**config.mk**
```make
export PLATFORM = sky130hd
export DESIGN_NAME = ysyx_041461_wb_stage
export DESIGN_NICKNAME = d
export VERILOG_FILES = /design/src/rtl/ysyx_041461_wb_stage.sv
export SDC_FILE = /design/constraint.sdc
export NUM_CORES = 2
export LEC_CHECK = 0
export ABC_AREA = 0
export ABC_CLOCK_PERIOD_IN_PS = 21600
export CORE_AREA = 2 2 263 265
export DETAILED_ROUTE_END_ITERATION = 12
export DIE_AREA = 0 0 265 267
export GPL_TIMING_DRIVEN = 0
export HOLD_SLACK_MARGIN = 0.08
export PLACE_DENSITY = 0.69
export SLEW_MARGIN = 10
export SYNTH_ARGS = -nofsm -noshare
export SYNTH_HDL_FRONTEND = slang
export SYNTH_SLANG_ARGS = --single-unit
```
**constraint.sdc**
```tcl
create_clock -name clk -period 21.6 [get_ports clk]
set_input_delay 4.32 -clock clk [delete_from_list [all_inputs] [get_ports clk]]
set_output_delay 4.32 -clock clk [all_outputs]
set_load 0.02 [all_outputs]
```
**src/rtl/ysyx_041461_wb_stage.sv**
```systemverilog
// ysyx_041461_wb_stage: RV64 write-back stage owning the machine CSRs,
// trap redirect, commit trace and sticky ebreak halt.
module ysyx_041461_wb_stage #(
    parameter logic [63:0] RESET_PC    = 64'h0000_0000_3000_0000,
    parameter logic [63:0] MSTATUS_RST = 64'h0000_000A_0000_1800
) (
    input  logic        clk,
    input  logic        rst,
    input  logic        wb_enable,
    input  logic        wb_valid,
    input  logic [3:0]  wb_trap,
    input  logic [63:0] wb_exe,
    input  logic [63:0] wb_mem,
    input  logic [4:0]  wb_rd,
    input  logic [4:0]  wb_rs1,
    input  logic [11:0] wb_csr,
    input  logic [63:0] wb_imm,
    input  logic [63:0] wb_zimm,
    input  logic [63:0] wb_pc,
    input  logic [3:0]  wb_ctrl,
    input  logic [31:0] wb_inst,
    output logic        rf_wen,
    output logic [4:0]  rf_waddr,
    output logic [63:0] rf_wdata,
    output logic        redirect_valid,
    output logic [63:0] redirect_pc,
    output logic        commit_valid,
    output logic [63:0] commit_pc,
    output logic [31:0] commit_inst,
    output logic        halt,
    output logic [63:0] halt_pc
);
    localparam logic [11:0] A_MSTATUS  = 12'h300;
    localparam logic [11:0] A_MTVEC    = 12'h305;
    localparam logic [11:0] A_MEPC     = 12'h341;
    localparam logic [11:0] A_MCAUSE   = 12'h342;
    localparam logic [11:0] A_MCYCLE   = 12'hB00;
    localparam logic [11:0] A_MINSTRET = 12'hB02;

    logic        consumed;
    logic [63:0] mstatus, mtvec, mepc, mcause, mcycle, minstret;
    logic        fire, trap_nop, do_ecall, do_mret, do_ebreak, do_wb;
    logic        is_csr, is_imm_form, op_rw, op_rs, src_zero, csr_we;
    logic [63:0] csr_old, csr_src, csr_new, mstatus_ecall, mstatus_mret;

    assign fire      = wb_valid & ~consumed & ~halt;
    assign trap_nop  = ~(wb_trap == 4'd1 || wb_trap == 4'd2 || wb_trap == 4'd3);
    assign do_ecall  = fire & (wb_trap == 4'd1);
    assign do_mret   = fire & (wb_trap == 4'd2);
    assign do_ebreak = fire & (wb_trap == 4'd3);
    assign do_wb     = fire & trap_nop;

    assign is_csr      = wb_ctrl >= 4'd4 && wb_ctrl <= 4'd9;
    assign is_imm_form = wb_ctrl >= 4'd7;
    assign op_rw       = wb_ctrl == 4'd4 || wb_ctrl == 4'd7;
    assign op_rs       = wb_ctrl == 4'd5 || wb_ctrl == 4'd8;
    assign csr_src     = is_imm_form ? wb_zimm : wb_exe;
    assign src_zero    = is_imm_form ? (wb_zimm == 64'd0) : (wb_rs1 == 5'd0);
    assign csr_new     = op_rw ? csr_src : op_rs ? (csr_old | csr_src) : (csr_old & ~csr_src);
    // Set/clear with a zero source is a pure read and must not disturb the CSR.
    assign csr_we      = do_wb & is_csr & (op_rw | ~src_zero);

    always_comb begin
        case (wb_csr)
            A_MSTATUS:  csr_old = mstatus;
            A_MTVEC:    csr_old = mtvec;
            A_MEPC:     csr_old = mepc;
            A_MCAUSE:   csr_old = mcause;
            A_MCYCLE:   csr_old = mcycle;
            A_MINSTRET: csr_old = minstret;
            default:    csr_old = 64'd0;
        endcase
    end

    assign mstatus_ecall = {mstatus[63:13], 2'b11, mstatus[10:8], mstatus[3], mstatus[6:4], 1'b0, mstatus[2:0]};
    assign mstatus_mret  = {mstatus[63:13], 2'b00, mstatus[10:8], 1'b1, mstatus[6:4], mstatus[7], mstatus[2:0]};

    always_comb begin
        rf_wdata = 64'd0;
        if (do_wb) begin
            rf_wdata = wb_ctrl == 4'd1 ? wb_exe :
                       wb_ctrl == 4'd2 ? wb_mem :
                       wb_ctrl == 4'd3 ? wb_imm :
                       is_csr ? csr_old : 64'd0;
        end
    end

    assign rf_wen         = do_wb & (wb_ctrl >= 4'd1 && wb_ctrl <= 4'd9) & (wb_rd != 5'd0);
    assign rf_waddr       = do_wb ? wb_rd : 5'd0;
    assign redirect_valid = do_ecall | do_mret;
    assign redirect_pc    = do_ecall ? {mtvec[63:2], 2'b00} : do_mret ? mepc : 64'd0;
    assign commit_valid   = fire;
    assign commit_pc      = wb_pc;
    assign commit_inst    = fire ? wb_inst : 32'd0;

    always_ff @(posedge clk or posedge rst) begin
        if (rst) begin
            consumed <= 1'b0;
            mstatus  <= MSTATUS_RST;
            mtvec    <= 64'd0;
            mepc     <= 64'd0;
            mcause   <= 64'd0;
            mcycle   <= 64'd0;
            minstret <= 64'd0;
            halt     <= 1'b0;
            halt_pc  <= RESET_PC;
        end else begin
            consumed <= wb_enable ? 1'b0 : (wb_valid | consumed);
            if (do_ebreak) begin
                halt    <= 1'b1;
                halt_pc <= wb_pc;
            end
            mstatus  <= (csr_we && wb_csr == A_MSTATUS) ? csr_new :
                        do_ecall ? mstatus_ecall : do_mret ? mstatus_mret : mstatus;
            mtvec    <= (csr_we && wb_csr == A_MTVEC) ? csr_new : mtvec;
            mepc     <= (csr_we && wb_csr == A_MEPC) ? csr_new : do_ecall ? wb_pc : mepc;
            mcause   <= (csr_we && wb_csr == A_MCAUSE) ? csr_new : do_ecall ? 64'd11 : mcause;
            mcycle   <= (csr_we && wb_csr == A_MCYCLE) ? csr_new : halt ? mcycle : mcycle + 64'd1;
            minstret <= (csr_we && wb_csr == A_MINSTRET) ? csr_new :
                        (fire & (trap_nop | do_mret)) ? minstret + 64'd1 : minstret;
        end
    end
endmodule
```
* After elaboration in Yosys (flattened, before gate mapping) *
Index checks and enable logic that the tools add are counted.

word-level totals
  logic and storage cells = 100
  input bits = 386
  output and inout bits = 297
  register bits = 450

cells by class
  reduce and logical (&&, ||, !) cells = 19
  bitwise logic cells = 22
  muxes and demuxes = 26
  eq/ne operators = 17
  $lt $le $gt $ge = 4
  add/sub/neg operators = 2

operator list
  kind                   count
  $mux 64                19
  $pmux 64 s6            1
  $add 64x1->64 const B  2
  $and 64x64->64         1
  $logic_not 64->1       1
  $not 64->64            1
  $or 64x64->64          1
  $eq 12x10->1 const B   4
  $mux 32                1
  $mux 13                2
  $eq 12x12->1 const B   2
  $eq 4x2->1 const B     4
  $eq 4x3->1 const B     3
  $and 1x1->1            11
  $eq 4x1->1 const B     2
  $ge 4x3->1 const B     2
  $logic_and 1x1->1      8
  $reduce_bool 2->1      3
  $logic_not 5->1        1
  $mux 5                 1
  $reduce_bool 5->1      1
  $eq 4x4->1 const B     1
  $ge 4x1->1 const B     1
  $le 4x4->1 const B     1
  other kinds (6)        16

* Depth between registers and ports, before layout *
  word-level depth = 9
  gate-level depth with buffers = 10

* Worst setup path before layout *
No wires, ideal clock.

  path type = in2out
  start = input port wb_csr[5]
  end = output port rf_wdata[62]
  cell stages on the path = 8
  data arrival time = 6.657 ns
  required time = 17.280 ns
  slack = 10.623 ns
  cells stage by stage = or4_1 buf_6 or3_1 clkbuf_1 nor2_1 a221o_1 a221oi_1 o41ai_1

between the ends
  cells in the longest elaborated chain, start to end = 7

ends and longest elaborated chain
  element                                       line  RTL
  from (decl)                                   16    input logic [11:0] wb_csr,
  $eq 12x12->1 or $eq 12x10->1 (tied branches)  64    case (wb_csr)
  $pmux 64 s6 *                                 64
  $mux 64 *                                     84    is_csr ? csr_old : 64'd0;
  $mux 64 *                                     83    wb_ctrl == 4'd3 ? wb_imm :
  $mux 64 *                                     82    wb_ctrl == 4'd2 ? wb_mem :
  $mux 64 *                                     81    rf_wdata = wb_ctrl == 4'd1 ? wb_exe :
  $mux 64 *                                     80    if (do_wb) begin
  to (decl)                                     24    output logic [63:0] rf_wdata,

Mark *: on every way between the ends. The rest lies on a longest branch, timed or not.

* Worst setup path after layout *
  start = input port wb_ctrl[3]
  end = output port rf_wdata[55]

between the ends
  cells in the longest elaborated chain, start to end = 7

ends and longest elaborated chain
  element                                   line  RTL
  from (decl)                               20    input logic [3:0] wb_ctrl,
  $ge 4x3->1 or $le 4x4->1 (tied branches)  53    assign is_csr = wb_ctrl >= 4'd4 && wb_ctrl <= 4'd9;
  $logic_and 1x1->1                         53
  $mux 64                                   84
  $mux 64                                   83
  $mux 64                                   82
  $mux 64 *                                 81
  $mux 64 *                                 80

Marked as above.

==> metrics <==
Max Freq=72.1 MHz; pin count of the biggest net entering global routing=108; Cell Rows=96; most common cell after layout, fill and taps aside=clkdlybuf4s50_1; Remaining Overflow, GRT=0; Comb power frac=13.2%; iteration count of the initial detailed-routing pass=7; Die H=267 um; Final WS setup=7.73 ns; Leak Pwr=15.1 nW; WS Path Type=input pin to primary output; most frequent cells in the layout=clkdlybuf4s50_1, dfrtp_1, mux2i_1; fin util=56.0%; DP Worst Slack=8.00 ns; placed inst area=0.0363 sq mm; pwr dens=54.2 mW/mm^2; Setup Skew=0.0250 ns; post-synthesis sequential area ratio=40.1%; final instance area=0.0380 sq mm; vias in the first global route=30100; Max-cap violations=0; RePlAce Congestion=1.10; peak supply drop=49.2 uV; slew margin rel.=1.30%; RSZ-0062 raised after global routing=no; met3 wire length=22900 um; initial core utilization=41.4%; worst hold-check path type=register to register; post-synth top area share=39.5%; CTS Buffer Depth=3; Int Power=1.50 mW; CP Data Required Time=17.28 ns; die area=0.0708 sq mm; initial antenna violation count=5; Net Sw Frac=27.3%; Post-synth EDFFs=0; CTS H-tree depth=2; post-synthesis cell type count=86; max-slew violation count=0; Syn Inst Count=3008; DR vias=31600; core area=0.0680 sq mm; Iteration-0 DRC Markers=5026; post_cts resized=0; Skew-Pair Late Insertion Delay=0.63 ns; Buffers on Ports=679; global-route wire length before repair=225000 um; synthesized area=0.0281 sq mm; Ys Warns=0; max layer used=met5; endpoints failing hold=0; Yosys top cell by area=dfrtp_1; startpoint types=input pin; TritonCTS buffer count=52; Vias/cell=6.75; ys flop type=dfrtp_1; Crit. End Element=primary output; hold buffers post-CTS=0; CTS root buf=clkbuf_16; final wirelength=163000 um; Tightest Pin Transition=1.48 ns; drt wl/cell=34.8 um; share of cells above drive strength 1=10.6%; clk sinks=450; R2R setup slack=16.77 ns; Async S/R FF share, synth=100%; Clk pwr share=45.6%; Final #Nets=4142; die width=265 um; Mapped Nets=3396; number of nets with antenna violations after routing=0; Avg Cell Area, Syn=9.35 sq um; crit share post-route=64.2%; CTS tree=built; setup TNS=0 ns; hpwl dp=124000 um; NetSw=0.564 mW; Setup Viol. Count Final=0; Data arrival, critical path=9.55 ns; fillers=6347; Sequential Power Share=41.2%; Layout area overhead=35.3%; met2 WL post-DR=68200 um; Final min period=13.87 ns; postcts setup bufs=0; Area contributors post-synth=dfrtp_1, mux2i_1, o21ai_0, nand2_1, mux2_2; crit path max fanout=10; DRC=0; post-synthesis register bit count=450; Total GRT Usage=44.8%; status=finished, final reports clean; WL met1=59600 um; Ports=683; Worst-path clk slew=0.06 ns
worst paths after layout:
check | startpoint | end | cells past startpoint
worst min register to register | mtvec[47] | mtvec[47] | 2
worst max-delay path | wb_ctrl[3] | rf_wdata[55] | 10
worst max register to register | halt | minstret[45] | 7
worst min-delay path | mtvec[47] | mtvec[47] | 2
min in group asynchronous | rst | halt_pc[12] | 2
max in group asynchronous | rst | mstatus[33] | 4
logic make-up (layout without fill, tap and decap cells):
group,count (synthesis),in the layout,share of synthesized area (%)
AOI/OAI and AO/OA,881,881,21.7
xor gates and xnor gates,99,99,3.08
adders and majority gates,2,2,0.0890
buffers and inverters,328,1115,5.68
DFF,450,450,40.1
muxes,346,346,12.7
other,0,8,0
and+or+nand+nor,902,902,16.7
cell type report:
type	instances	area [sq um]	area share, %
diodes	8	20.0	0.0526
plain buffers	311	1540	4.06
clock buffers	73	1520	4.00
clock inverters	22	226	0.595
inverters	17	71.3	0.187
multi-input cells	2230	15300	40.2
flip-flops and latches	450	11300	29.6
well taps	882	1100	2.90
repair buffers	692	7000	18.4
layer usage:
metal / GRT usage, % / up-vias
met2: 65.7 / 2545
met5: 0 / -
met1: 56.0 / 15700
li1: - / 12800
met3: 15.9 / 547
met4: 28.4 / 2
sequential cells by signal (all words and copies together), names as in the netlist:
register	flops
mtvec	64
mcause	64
consumed	1
minstret	64
mstatus	64
mcycle	64
halt	1
halt_pc	64
mepc	64
worst max-delay path, cell delays in order:
cell and delay, ns:
clkdlybuf4s50_1 0.51, clkbuf_1 0.32, nor2_1 0.21, and3_1 0.17
clkbuf_1 0.93, clkbuf_1 0.60, clkbuf_1 0.94, a221oi_1 0.48
a21oi_1 0.34, clkdlybuf4s50_1 0.70
cells in the mapped netlist, types with 74 or more instances:
cell type,n
o21ai_0,253
mux2_2,75
o21ai_1,90
xnor2_1,76
nand2_1,242
nand3_1,135
nor2_1,133
a21oi_1,128
nand4_1,74
dfrtp_1,444
clkbuf_1,177
mux2i_1,270
power by group through the flow:
stage                     clock network, mW  registers, mW  logic [mW]
final                                 0.941          0.850       0.272
after global routing                  0.964          0.850       0.279
after CTS                             0.931          0.850       0.264
after detailed placement                  0          0.865       0.263
after global placement                    0          0.866       0.258
after floorplan                           0          0.866      0.0961
through the flow:
step                      hold WS (ns)  total power, mW  cells
after floorplan                  0.450            0.962   3008
after global routing             0.513             2.09   4678
after detailed placement         0.471             1.13   4582
after global placement           0.463             1.12   4569
after CTS                        0.484             2.05   4677
final                            0.482             2.06   4685
Power figures use the tool's default switching activity.
